### src/rtl/video_timing_control_if.sv
// Signal bundle between the video timing generator and its consumers
// (fetch, scroll-register and NMI logic). The timing generator is the master.
interface video_timing_control_if #(
    parameter int P_count_width = 16
);
    logic                     I_clk_rise;
    logic                     I_render_enable;
    logic                     I_status_read;
    logic                     I_nmi_enable;
    logic [P_count_width-1:0] O_hcount;
    logic [P_count_width-1:0] O_vcount;
    logic                     O_odd_frame;
    logic                     O_not_hblank;
    logic                     O_not_vblank;
    logic                     O_vblank_flag;
    logic                     O_nmi;
    logic [15:0]              O_control;

    modport master (
        input  I_clk_rise, I_render_enable, I_status_read, I_nmi_enable,
        output O_hcount, O_vcount, O_odd_frame, O_not_hblank, O_not_vblank,
               O_vblank_flag, O_nmi, O_control
    );

    modport slave (
        output I_clk_rise, I_render_enable, I_status_read, I_nmi_enable,
        input  O_hcount, O_vcount, O_odd_frame, O_not_hblank, O_not_vblank,
               O_vblank_flag, O_nmi, O_control
    );
endinterface

### src/rtl/video_timing_control.sv
// Video timing control: dot/line counters with frame parity, odd-frame dot
// skip, the decoded 16-bit fetch/scroll control word and the vblank status
// flag with read-race suppression.
module video_timing_control #(
    parameter int P_count_width     = 16,
    parameter int P_dots_per_line   = 341,
    parameter int P_lines_per_frame = 262,
    parameter int P_visible_lines   = 240,
    parameter int P_vblank_line     = 241,
    parameter int P_skip_odd_dot    = 1
) (
    input  logic                  I_vid_clock,
    input  logic                  I_reset,
    video_timing_control_if.master bus
);
    localparam int W = P_count_width;

    localparam logic [W-1:0] C_ONE         = W'(1);
    localparam logic [W-1:0] C_LAST_DOT    = W'(P_dots_per_line - 1);
    localparam logic [W-1:0] C_SKIP_DOT    = W'(P_dots_per_line - 2);
    localparam logic [W-1:0] C_LAST_LINE   = W'(P_lines_per_frame - 1);
    localparam logic [W-1:0] C_VIS_LINES   = W'(P_visible_lines);
    localparam logic [W-1:0] C_VBLANK_LINE = W'(P_vblank_line);
    localparam logic [W-1:0] C_H8          = W'(8);
    localparam logic [W-1:0] C_H256        = W'(256);
    localparam logic [W-1:0] C_H257        = W'(257);
    localparam logic [W-1:0] C_H280        = W'(280);
    localparam logic [W-1:0] C_H304        = W'(304);
    localparam logic [W-1:0] C_H320        = W'(320);

    logic [W-1:0] hcount_q, hcount_d;
    logic [W-1:0] vcount_q, vcount_d;
    logic         odd_frame_q, odd_frame_d;
    logic         vblank_flag_q, vblank_flag_d;

    logic         rendering;
    logic         prerender;
    logic         fetching;
    logic         hzero;
    logic         skip_dot;
    logic [15:0]  control;

    assign hzero     = (hcount_q == '0);
    assign prerender = (vcount_q == C_LAST_LINE);
    assign rendering = (vcount_q < C_VIS_LINES) || prerender;
    assign fetching  = rendering && !hzero;
    assign skip_dot  = (P_skip_odd_dot != 0) && bus.I_render_enable && odd_frame_q &&
                       prerender && (hcount_q == C_SKIP_DOT);

    // Next dot/line position: normal advance, line wrap, frame wrap or odd-frame skip
    always_comb begin
        hcount_d    = hcount_q;
        vcount_d    = vcount_q;
        odd_frame_d = odd_frame_q;
        if (bus.I_clk_rise) begin
            if (skip_dot) begin
                hcount_d    = '0;
                vcount_d    = '0;
                odd_frame_d = !odd_frame_q;
            end else if (hcount_q == C_LAST_DOT) begin
                hcount_d = '0;
                if (prerender) begin
                    vcount_d    = '0;
                    odd_frame_d = !odd_frame_q;
                end else begin
                    vcount_d = vcount_q + C_ONE;
                end
            end else begin
                hcount_d = hcount_q + C_ONE;
            end
        end
    end

    // Control word decode; strobe bits only fire on a dot-enable clock
    always_comb begin
        control = '0;
        if (fetching) begin
            control[7:0] = 8'd1 << hcount_q[2:0];
        end
        control[8]  = bus.I_clk_rise && hzero && (vcount_q == C_VBLANK_LINE);
        control[9]  = bus.I_clk_rise && hzero && prerender;
        control[10] = rendering;
        control[11] = bus.I_clk_rise && rendering && (hcount_q[2:0] == 3'd0) && !hzero &&
                      !((hcount_q >= C_H257) && (hcount_q <= C_H320));
        control[12] = bus.I_clk_rise && rendering && (hcount_q == C_H256);
        control[13] = bus.I_clk_rise && rendering && (hcount_q == C_H257);
        control[14] = bus.I_clk_rise && prerender &&
                      (hcount_q >= C_H280) && (hcount_q <= C_H304);
        control[15] = !hzero && (hcount_q <= C_H8);
    end

    // Vblank flag: a status read wins over a same-clock set, so the race loses the flag
    always_comb begin
        vblank_flag_d = vblank_flag_q;
        if (bus.I_status_read) begin
            vblank_flag_d = 1'b0;
        end else if (control[8]) begin
            vblank_flag_d = 1'b1;
        end else if (control[9]) begin
            vblank_flag_d = 1'b0;
        end
    end

    // State registers; reset returns to dot 0 of line 0 of an even frame
    always_ff @(posedge I_vid_clock) begin
        if (I_reset) begin
            hcount_q      <= '0;
            vcount_q      <= '0;
            odd_frame_q   <= 1'b0;
            vblank_flag_q <= 1'b0;
        end else begin
            hcount_q      <= hcount_d;
            vcount_q      <= vcount_d;
            odd_frame_q   <= odd_frame_d;
            vblank_flag_q <= vblank_flag_d;
        end
    end

    assign bus.O_hcount      = hcount_q;
    assign bus.O_vcount      = vcount_q;
    assign bus.O_odd_frame   = odd_frame_q;
    assign bus.O_not_hblank  = !hzero && (hcount_q <= C_H256);
    assign bus.O_not_vblank  = (vcount_q < C_VIS_LINES);
    assign bus.O_vblank_flag = vblank_flag_q;
    assign bus.O_nmi         = vblank_flag_q && bus.I_nmi_enable;
    assign bus.O_control     = control;
endmodule

### src/flat_wrapper.sv
// flat-port wrapper written by rule: the top's interface ports become plain ports
module video_timing_control_flat 
#(
    parameter int P_count_width     = 16,
    parameter int P_dots_per_line   = 341,
    parameter int P_lines_per_frame = 262,
    parameter int P_visible_lines   = 240,
    parameter int P_vblank_line     = 241,
    parameter int P_skip_odd_dot    = 1
)
  (I_vid_clock, I_reset, bus_I_clk_rise, bus_I_render_enable, bus_I_status_read, bus_I_nmi_enable, bus_O_hcount, bus_O_vcount, bus_O_odd_frame, bus_O_not_hblank, bus_O_not_vblank, bus_O_vblank_flag, bus_O_nmi, bus_O_control);
  video_timing_control_if #(.P_count_width(P_count_width)) bus_i ();
  input  logic I_vid_clock;
  input  logic I_reset;
  input wire logic [$bits(bus_i.I_clk_rise)-1:0] bus_I_clk_rise;
  input wire logic [$bits(bus_i.I_render_enable)-1:0] bus_I_render_enable;
  input wire logic [$bits(bus_i.I_status_read)-1:0] bus_I_status_read;
  input wire logic [$bits(bus_i.I_nmi_enable)-1:0] bus_I_nmi_enable;
  output wire logic [$bits(bus_i.O_hcount)-1:0] bus_O_hcount;
  output wire logic [$bits(bus_i.O_vcount)-1:0] bus_O_vcount;
  output wire logic [$bits(bus_i.O_odd_frame)-1:0] bus_O_odd_frame;
  output wire logic [$bits(bus_i.O_not_hblank)-1:0] bus_O_not_hblank;
  output wire logic [$bits(bus_i.O_not_vblank)-1:0] bus_O_not_vblank;
  output wire logic [$bits(bus_i.O_vblank_flag)-1:0] bus_O_vblank_flag;
  output wire logic [$bits(bus_i.O_nmi)-1:0] bus_O_nmi;
  output wire logic [$bits(bus_i.O_control)-1:0] bus_O_control;
  assign bus_i.I_clk_rise = bus_I_clk_rise;
  assign bus_i.I_render_enable = bus_I_render_enable;
  assign bus_i.I_status_read = bus_I_status_read;
  assign bus_i.I_nmi_enable = bus_I_nmi_enable;
  assign bus_O_hcount = bus_i.O_hcount;
  assign bus_O_vcount = bus_i.O_vcount;
  assign bus_O_odd_frame = bus_i.O_odd_frame;
  assign bus_O_not_hblank = bus_i.O_not_hblank;
  assign bus_O_not_vblank = bus_i.O_not_vblank;
  assign bus_O_vblank_flag = bus_i.O_vblank_flag;
  assign bus_O_nmi = bus_i.O_nmi;
  assign bus_O_control = bus_i.O_control;
  video_timing_control #(.P_count_width(P_count_width), .P_dots_per_line(P_dots_per_line), .P_lines_per_frame(P_lines_per_frame), .P_visible_lines(P_visible_lines), .P_vblank_line(P_vblank_line), .P_skip_odd_dot(P_skip_odd_dot)) u_core (.I_vid_clock(I_vid_clock), .I_reset(I_reset), .bus(bus_i));
endmodule
### config.mk
export PLATFORM = sky130hd
export DESIGN_NAME = video_timing_control_flat
export DESIGN_NICKNAME = d
export VERILOG_FILES = /design/src/rtl/video_timing_control_if.sv /design/src/rtl/video_timing_control.sv /design/src/flat_wrapper.sv
export SDC_FILE = /design/constraint.sdc
export NUM_CORES = 1
export LEC_CHECK = 0
export CORE_MARGIN = 2
export CORE_UTILIZATION = 30
export DETAILED_ROUTE_END_ITERATION = 8
export GPL_TIMING_DRIVEN = 0
export SKIP_LAST_GASP = 1
export SYNTH_ARGS = -nofsm -noshare
export SYNTH_HDL_FRONTEND = slang
export SYNTH_SLANG_ARGS = --single-unit
### constraint.sdc
create_clock -name I_vid_clock -period 5 [get_ports I_vid_clock]
set_clock_uncertainty 0.2 [all_clocks]
set_input_delay 0.75 -clock I_vid_clock [delete_from_list [all_inputs] [get_ports I_vid_clock]]
set_output_delay 0.75 -clock I_vid_clock [all_outputs]
set_load 0.05 [all_outputs]
==> reports/metrics.csv <==
metric,value,unit
grt_pass1_vias,1957,
utilization,0.427,
synth-edff-count,0,
worst_pin_slew,0.653,ns
post_cts_buffers,0,
startpoint_type,input pin,
synth-async-reset-ratio,0,
hp-class,flop to flop,
start_util,0.310,
timing.final.ws_setup,0.854,ns
p_switching,0.000174,W
synth_fp_nets,280,
p_per_area,204,mW/mm²
grt_first_pass_wirelength,9730,µm
wl,5930,µm
drt_iter0_drc,125,
synthFlopType,dfxtp_1,
synthAdderAreaFrac,0.0534,
tns,0,ns
criticalPathCategory,input pin to output pin,
ys_top_cells_by_area,"dfxtp_1, nor2_1, ha_1",
fin_nets,345,
pin_count,59,
die_h,87.9,µm
intPower,0.000419,W
via_count,2119,
cp_top_family,buffers and inverters,
seqCellArea,681,µm²
synth_mux_area_frac,0.00949,
drv_cap,0,
maxSlewHeadroom,0.563,
p_sw_frac,0.294,
slowest_stage,clkdlybuf4s50_1,
synth_top_area_share,0.323,
final-max-slew-violation-count,0,
worst-path-buf-inv,3,
place_congestion,0.865,
post-route-min-period,4.15,ns
cts_hold_buf,0,
cpPeakStageDelay,0.85,ns
overflow,0,
grt_max_degree,11,
grtUsageTotal,0.160,
drc_errors,0,
root_buffer,clkbuf_8,
vias_per_cell,4.96,
core_area,0.00679,mm²
yosysSeqAreaShare,0.323,
synth_cell_types,44,
power_leakage,1.00,nW
area_delta_synth_final,37.5,%
antenna_cells,0,
die_area,0.00772,mm²
wl_per_cell,13.9,µm
critPathCaptureType,output pin,
vdd_drop_max,0.000106,V
synth_xor_area_frac,0.0706,
multiInputGateArea,0.00133,mm²
clk_latency,0.29,ns
yosys.area_share.simple,0.390,
h-tree-depth,2,
dp_hpwl,4390,µm
syn-cell-area,0.00211,mm²
synth_compound_area_frac,0.107,
arrival,3.20,ns
firstDrtPassIters,5,
finalSetupViolCount,0,
port_buffers,58,
finalCritPeriodShare,0.829,
path_clk_slew,0.07,ns
synth_top_family_by_area,simple AND/OR/NAND/NOR gates,
path_cells,clkdlybuf4s50_1 > and4_1 > clkbuf_1 > nand2_1 > nor4_1 > clkdlybuf4s50_1,
dpl_cell_area,0.00281,mm²
cts_tree,yes,
rows,30,
layout-drive-gt1-share,0.0604,
finalHoldViolCount,0,
synth_cells,265,
cts.sink_count,34,
yosys.area.top_type,dfxtp_1,
status,"finished, final reports clean",
seqPwrFrac,0.467,
clockPowerShare,0.367,
drtAntennaViolNets,0,
postLayoutCellArea,0.00290,mm²
cp.required,4.05,ns
yosysWarnings,0,
rsz0062_at_grt,no,
grt_antenna_before_repair,0,
path_max_fanout,10,
die_w,87.9,µm
r2r_setup_slack,2.28,ns
preCtsSetupSlack,0.876,ns
pwr-share-comb,0.166,
timing.fmax,241,MHz
cts_buffer_depth,2,
post_cts_resized,0,
ys_seq_elements,34,
tritoncts.num_buffers,5,
num-fill-cells,704,
crit_top_cell,clkdlybuf4s50_1,
syn_avg_cell_area,7.96,µm²
cells by family (layout without fill, tap and decap cells):
family                     after synthesis  after routing
xor gates and xnor gates                17             17
DFF                                     34             34
buffers and inverters                   21             87
and+or+nand+nor                        145            145
adders and majority gates                9              9
AOI/OAI and AO/OA                       37             37
muxes                                    2              2
area by class of cell:
class,count,area share
Buffer,14,0.0246
Clock buffer,7,0.0298
Clock inverter,1,0.00172
Inverter,7,0.00906
Multi-Input combinational cell,210,0.459
Sequential cell,34,0.235
Tap cell,96,0.0414
Timing Repair Buffer,58,0.200
per-layer routing:
| metal | global-route usage | vias to the layer above | share of wire |
|---|---|---|---|
| li1 | - | 1086 | - |
| met3 | 0.0358 | 7 | 0.052 |
| met4 | 0.0490 | 0 | 0.013 |
| met5 | 0 | - | 0 |
| met1 | 0.214 | 969 | 0.47 |
| met2 | 0.258 | 57 | 0.47 |
final timing paths:
kind                            from                      end  depth (start not counted)
max                   bus_I_clk_rise        bus_O_control[14]                          6
min          u_core.bus.O_vcount[15]  u_core.bus.O_vcount[15]                          2
max reg2reg   u_core.bus.O_hcount[0]   u_core.bus.O_hcount[8]                          8
min reg2reg  u_core.bus.O_vcount[15]  u_core.bus.O_vcount[15]                          2
sequential cells by signal (all words and copies together) (netlist names):
name and count:
u_core.bus.O_hcount 16, u_core.bus.O_vcount 16, u_core.bus.O_odd_frame 1, u_core.bus.O_vblank_flag 1
power groups by stage:
stage | registers (W) | clock network [W] | logic (W)
6_report | 0.000277 | 0.000218 | 0.0000986
3_3_place_gp | 0.000283 | 0 | 0.0000985
4_1_cts | 0.000277 | 0.000225 | 0.0000991
2_1_floorplan | 0.000290 | 0 | 0.0000587
3_5_place_dp | 0.000283 | 0 | 0.0000988
5_1_grt | 0.000277 | 0.000238 | 0.000105
cells in the final DEF, fill, tap and decap left out, types with 7 or more instances in the layout:
cell type	n
ha_1	9
or3_1	7
xnor2_1	8
nor2_1	37
inv_1	7
nor3_1	10
clkdlybuf4s50_1	58
o21ai_0	12
nand4_1	9
and2_1	8
and3_1	11
dfxtp_1	34
nand3_1	15
nand2_1	14
xor2_1	9
a21oi_1	9
metrics by stage:
step,std cells,hold slack [ns],power [W]
2_1_floorplan,265,0.515,0.000348
6_report,427,0.311,0.000593
3_3_place_gp,419,0.283,0.000382
5_1_grt,427,0.374,0.000620
3_5_place_dp,419,0.292,0.000382
4_1_cts,427,0.304,0.000601
cells in the mapped netlist, types with 8 or more instances:
library cell   n
dfxtp_1       34
o21ai_0       12
and2_1         8
nor2_1        37
and3_1        11
nand3_1       15
nor3_1        10
xor2_1         9
nand4_1        9
a21oi_1        9
nand2_1       14
xnor2_1        8
ha_1           9
worst register-to-register path, cell delays in order, from the launching register on:
cell and delay, ns:
dfxtp_1 0.38, inv_1 0.13, ha_1 0.28, nand2_1 0.11, nor3_1 0.42, a31oi_1 0.25
o21bai_2 0.47, buf_2 0.31, nor2_1 0.08
No activity file was read; power rests on OpenSTA's default activity.
